$ cat src/rtl/iter_alu.sv
// Execute-stage ALU with a valid/ready request and result handshake.
// Ports: clk, rst_n, in_valid/in_ready, ctrl_ALU, src_a, src_b,
//   out_valid/out_ready, result, zero, illegal.
// Shifts run one bit per cycle; all other ops complete in one cycle.
module iter_alu #(
    parameter int XLEN = 32
) (
    input  logic            clk,
    input  logic            rst_n,
    input  logic            in_valid,
    output logic            in_ready,
    input  logic [3:0]      ctrl_ALU,
    input  logic [XLEN-1:0] src_a,
    input  logic [XLEN-1:0] src_b,
    output logic            out_valid,
    input  logic            out_ready,
    output logic [XLEN-1:0] result,
    output logic            zero,
    output logic            illegal
);

    localparam int SHW = $clog2(XLEN);

    localparam logic [1:0] S_IDLE  = 2'd0;
    localparam logic [1:0] S_SHIFT = 2'd1;
    localparam logic [1:0] S_DONE  = 2'd2;

    localparam logic [3:0] OP_ADD  = 4'b0000;
    localparam logic [3:0] OP_SUB  = 4'b0001;
    localparam logic [3:0] OP_SLL  = 4'b0010;
    localparam logic [3:0] OP_SLT  = 4'b0011;
    localparam logic [3:0] OP_SLTU = 4'b0100;
    localparam logic [3:0] OP_XOR  = 4'b0101;
    localparam logic [3:0] OP_SRL  = 4'b0110;
    localparam logic [3:0] OP_SRA  = 4'b0111;
    localparam logic [3:0] OP_OR   = 4'b1000;
    localparam logic [3:0] OP_AND  = 4'b1001;

    logic [1:0]      state_q, state_d;
    logic [XLEN-1:0] res_q, res_d;
    logic            zero_q, zero_d;
    logic            ill_q, ill_d;
    logic [SHW-1:0]  cnt_q, cnt_d;
    logic [3:0]      ctrl_q, ctrl_d;

    logic [SHW-1:0]  shamt;
    logic            is_shift;
    logic [XLEN-1:0] alu_res;
    logic            alu_ill;
    logic [XLEN-1:0] step;

    assign shamt    = src_b[SHW-1:0];
    assign is_shift = (ctrl_ALU == OP_SLL) || (ctrl_ALU == OP_SRL) ||
                      (ctrl_ALU == OP_SRA);

    // Single-cycle result; a shift only lands here when shamt is zero,
    // so it passes src_a through unchanged.
    always_comb begin
        alu_res = '0;
        alu_ill = 1'b0;
        unique case (ctrl_ALU)
            OP_ADD:  alu_res = src_a + src_b;
            OP_SUB:  alu_res = src_a - src_b;
            OP_SLT:  alu_res = {{(XLEN-1){1'b0}},
                                ($signed(src_a) < $signed(src_b))};
            OP_SLTU: alu_res = {{(XLEN-1){1'b0}}, (src_a < src_b)};
            OP_XOR:  alu_res = src_a ^ src_b;
            OP_OR:   alu_res = src_a | src_b;
            OP_AND:  alu_res = src_a & src_b;
            OP_SLL,
            OP_SRL,
            OP_SRA:  alu_res = src_a;
            default: alu_ill = 1'b1;
        endcase
    end

    // One-bit shift of the working register (result register reused).
    always_comb begin
        step = res_q;
        case (ctrl_q)
            OP_SLL:  step = {res_q[XLEN-2:0], 1'b0};
            OP_SRL:  step = {1'b0, res_q[XLEN-1:1]};
            default: step = {res_q[XLEN-1], res_q[XLEN-1:1]};
        endcase
    end

    always_comb begin
        state_d = state_q;
        res_d   = res_q;
        zero_d  = zero_q;
        ill_d   = ill_q;
        cnt_d   = cnt_q;
        ctrl_d  = ctrl_q;
        case (state_q)
            S_IDLE: begin
                if (in_valid) begin
                    ctrl_d = ctrl_ALU;
                    if (is_shift && (shamt != '0)) begin
                        res_d   = src_a;
                        cnt_d   = shamt;
                        zero_d  = 1'b0;
                        ill_d   = 1'b0;
                        state_d = S_SHIFT;
                    end else begin
                        res_d   = alu_res;
                        zero_d  = (alu_res == '0);
                        ill_d   = alu_ill;
                        state_d = S_DONE;
                    end
                end
            end
            S_SHIFT: begin
                res_d = step;
                cnt_d = cnt_q - SHW'(1);
                if (cnt_q == SHW'(1)) begin
                    zero_d  = (step == '0);
                    state_d = S_DONE;
                end
            end
            S_DONE: begin
                if (out_ready) begin
                    state_d = S_IDLE;
                end
            end
            default: state_d = S_IDLE;
        endcase
    end

    always_ff @(posedge clk or negedge rst_n) begin
        if (!rst_n) begin
            state_q <= S_IDLE;
            res_q   <= '0;
            zero_q  <= 1'b0;
            ill_q   <= 1'b0;
            cnt_q   <= '0;
            ctrl_q  <= OP_ADD;
        end else begin
            state_q <= state_d;
            res_q   <= res_d;
            zero_q  <= zero_d;
            ill_q   <= ill_d;
            cnt_q   <= cnt_d;
            ctrl_q  <= ctrl_d;
        end
    end

    assign in_ready  = (state_q == S_IDLE);
    assign out_valid = (state_q == S_DONE);
    assign result    = res_q;
    assign zero      = zero_q;
    assign illegal   = ill_q;

endmodule

$ cat config.mk
export PLATFORM = sky130hd
export DESIGN_NAME = iter_alu
export DESIGN_NICKNAME = d
export VERILOG_FILES = /design/src/rtl/iter_alu.sv
export SDC_FILE = /design/constraint.sdc
export NUM_CORES = 1
export LEC_CHECK = 0
export ABC_AREA = 1
export BUFFER_PORTS_ARGS = -buffer_cell sky130_fd_sc_hd__buf_2
export CORE_AREA = 5 5 119 132
export DETAILED_ROUTE_END_ITERATION = 7
export DIE_AREA = 0 0 124 137
export PLACE_DENSITY = 0.88
export SKIP_LAST_GASP = 1
export SLEW_MARGIN = 20
export SYNTH_ARGS = -nofsm -noshare
export SYNTH_HDL_FRONTEND = slang
export SYNTH_SLANG_ARGS = --single-unit
$ cat constraint.sdc
create_clock -name clk -period 5.25 [get_ports clk]
set_input_delay 1.05 -clock clk [delete_from_list [all_inputs] [get_ports clk]]
set_output_delay 1.05 -clock clk [all_outputs]
set_load 0.02 [all_outputs]
==> impl_metrics.csv <==
group,metric,value,unit
worst_setup_path,start_kind,"primary input",
cells_and_area,area_delta_synth_final,7.984,%
clock_network,cts_buffer_depth,2,
sta,setup_viol,0,
clock_network,cts_max_level,2,
worst_setup_path,path_depth,14,
sta,maxSlewHeadroom,26.49,%
synth,synth_top_area_share,20.27,%
worst_setup_path,cp_cell_sequence,"buf_2 -> inv_1 -> ha_1 -> nor2_1 -> nand2_1 -> nor3_1 -> nand3_1 -> a21oi_1 -> nor2_1 -> nor2_1 -> nand2_1 -> nor2_1 -> nand3_1 -> a21oi_1",
cells_and_area,fin_nets,1914,
floorplan,die-area,16990,um^2
detailed_routing,drt_iter0_drc,1829,
clock_network,cts_tree,"yes",
placed_design,numPortBuffers,107,
worst_setup_path,reg2regPathDepth,11,
synth,synth_edf_count,0,
cells_and_area,diodes,0,
synth,yosysTopAreaCell,"nand2_1",
sta,period_needed,3.627,ns
detailed_routing,wirelength,36320,um
worst_setup_path,critPathMaxStageDelay,0.56,ns
detailed_routing,viasPerCell,6.129,
floorplan,die_h,137,um
synth,ys.flop_type,"dfrtp_1",
clock_network,cts_resized,0,
worst_setup_path,worst-path-buf-inv,2,
synth,synth_seq_area_share,12.26,%
sta,worst-slew-pin-transition,1.100,ns
clock_network,cts.sinks,45,
synth,synth_cell_types,44,
floorplan,placementRows,46,
floorplan,initial_utilization,64.60,%
run_status,status,"completed",
cells_and_area,final_util,69.76,%
worst_setup_path,crit_fanout,9,
floorplan,fp.coreArea,14220,um^2
grt,grt_overflow,0,
synth,ys_warn_count,0,
worst_setup_path,cpLargestDelayFamily,"simple AND/OR/NAND/NOR gates",
placed_design,place_congestion,1.139,
clock_network,clock_latency,0.29,ns
worst_setup_path,cp_data_arrival_time,3.84,ns
sta,final_hold_viol_count,0,
worst_setup_path,crit_required,5.46,ns
worst_setup_path,cpMostUsedCell,"nor2_1",
detailed_routing,drcViolationCount,0,
grt,grt_pass1_wl,55390,um
cells_and_area,drive_above_1_share,8.986,%
sta,rsz0062_at_grt,"false",
synth,synth.area.top_cells,"nand2_1 20%, ha_1 14%, dfrtp_1 12%",
detailed_routing,top_layer,"met5",
sta,tns,0,ns
synth,async_reset_ff_share,100.0,%
floorplan,io_pins,108,
sta,slew_violations,0,
sta,clock_skew,0.004316,ns
hold_path,min_path_cells,2,
worst_setup_path,crit_path_end_kind,"flip-flop",
flow_run,max-cap-violations,0,
detailed_routing,wire_per_inst,18.84,um
clock_network,clk_pin_slew,0.07,ns
power,ir_drop,0.0002198,V
detailed_routing,wl_met1,13200,um
sta,fmax,0.2757,GHz
floorplan,die_w,124,um
clock_network,cts_hold_buffers,0,
grt,grt_max_degree,64,
detailed_routing,antenna_left,0,
hold_path,hold_path_class,"reg -> reg",
detailed_routing,dr_total_vias,11816,
power,p_per_area,280.9,nW/um^2
worst_setup_path,cp_slowest_cell,"nor3_1",
clock_network,cts_inserted_buffers,5,
grt,antenna_found_initial,1,
grt,grt_pass1_vias,10876,
detailed_routing,first_pass_iters,8,
power,p_leak,5.752,nW
worst_setup_path,worstSetupPathType,"in -> reg",
grt,track_usage,41.64,%
detailed_routing,route.met2.wl,15640,um
synth,syn_area,9184,um^2
placed_design,place_hpwl,28370,um
clock_network,postCtsSetupRepairBufs,0,
synth,syn_nets,1849,
sta,fin_crit_sh,69.09,%
detailed_routing,wl_met3,4624,um
synth,yosys_register_bits,45,
sta,hold_ws,0.4970,ns
clock_network,cts_root_buf,"clkbuf_16",
synth,synthCells,1670,
synth,syn_area_per_cell,5.499,um^2
## cells by family after synthesis
family	after synthesis	share of synthesized area [%]
flops	45	12.26
mux	13	1.458
compound gates	241	15.04
xor+xnor	1	0.09539
buf+inv	336	14.47
fa+ha+maj	107	14.74
simple gates	927	41.94
## flip-flops by register name, summed over array words and instances (netlist names)
name	cells
zero	1
ctrl_q	4
illegal	1
result	32
cnt_q	5
state_q	2
## per-stage QoR
| step | area, um^2 | setup slack, ns | power, mW | std cells |
|---|---|---|---|---|
| after global placement | 9738 | 1.449 | 2.273 | 1919 |
| after floorplan | 9184 | 2.287 | 1.788 | 1670 |
| after detailed placement | 9741 | 1.458 | 2.316 | 1919 |
| after global routing | 9917 | 1.489 | 2.966 | 1928 |
| after CTS | 9887 | 1.730 | 2.671 | 1927 |
| final | 9917 | 1.623 | 2.786 | 1928 |
## worst paths after layout
| path | startpoint | endpoint | slack, ns |
|---|---|---|---|
| hold reg to reg | ctrl_q[3] | ctrl_q[3] | 0.50 |
| hold / removal | ctrl_q[3] | ctrl_q[3] | 0.50 |
| setup reg to reg | state_q[1] | zero | 2.36 |
| max in group asynchronous | rst_n | result[27] | 4.08 |
| setup / recovery | src_a[20] | zero | 1.62 |
| min in group asynchronous | rst_n | result[11] | 0.76 |
## cells in the final DEF (no fill, tap or decap), types with 2 or more instances in the layout
master,instances
nand2_1,496
nor2_2,9
nor4_1,5
nand2_2,6
o211ai_1,3
o21ai_0,72
nand4_1,17
clkinv_1,2
and2_1,3
a21oi_1,81
mux2_2,3
a221oi_1,15
buf_4,8
ha_1,105
o21ai_1,6
o21bai_1,9
buf_2,106
mux2i_1,10
o21a_1,4
inv_1,270
a31oi_1,4
dfrtp_1,45
o22ai_1,39
nand3_1,166
or2_2,6
o221ai_1,2
nor2_1,192
fa_1,2
a211oi_1,2
nor3_1,18
nand3b_1,4
inv_2,7
clkbuf_16,5
## synthesized netlist by cell type, types with 2 or more instances
| cell type | number |
|---|---|
| mux2i_1 | 10 |
| nand2_1 | 496 |
| inv_1 | 270 |
| o221ai_1 | 2 |
| o21bai_1 | 9 |
| nand4_1 | 17 |
| o21ai_1 | 6 |
| clkinv_1 | 2 |
| a211oi_1 | 2 |
| buf_2 | 36 |
| nand2_2 | 6 |
| o211ai_1 | 3 |
| nor3_1 | 18 |
| buf_4 | 4 |
| ha_1 | 105 |
| or2_2 | 6 |
| a221oi_1 | 15 |
| dfrtp_1 | 45 |
| a31oi_1 | 4 |
| buf_1 | 2 |
| o22ai_1 | 39 |
| o21a_1 | 4 |
| mux2_2 | 3 |
| a21oi_1 | 81 |
| fa_1 | 2 |
| nand3_1 | 166 |
| nor2_1 | 194 |
| nand3b_1 | 4 |
| nor2_2 | 8 |
| and2_1 | 3 |
| inv_2 | 7 |
| o21ai_0 | 72 |
| clkbuf_1 | 14 |
| nor4_1 | 5 |
## per-layer routing
layer | track usage (%) | up-vias
met5 | 0 | -
met4 | 26.17 | 2
met3 | 10.58 | 212
met2 | 65.58 | 912
met1 | 50.33 | 5223
li1 | - | 5467
## report_power, final
group	switching, mW	internal, mW	leakage (nW)
Combinational	1.26	0.556	5.10
Sequential	0.153	0.495	0.578
Clock	0.144	0.177	0.0702
## cell type report
type                            instances  area [um^2]
Multi-Input combinational cell       1289         6739
Sequential cell                        45         1126
Clock buffer                            5        125.1
Tap cell                              192        240.2
Inverter                              279         1047
Clock inverter                          3        21.27
Fill cell                            1325         4299
Timing Repair Buffer                  115        618.1
## worst register-to-register path, cell delays in order, from the launching register on
cell and delay, ns:
dfrtp_1 0.38, inv_1 0.13, nand2_1 0.07, buf_4 0.27, inv_1 0.41, buf_4 0.35
o211ai_1 0.19, a2111oi_0 0.56, nand3_1 0.17, nand2_1 0.11, inv_1 0.06, a21oi_1 0.13
No activity file was read; power rests on OpenSTA's default activity.
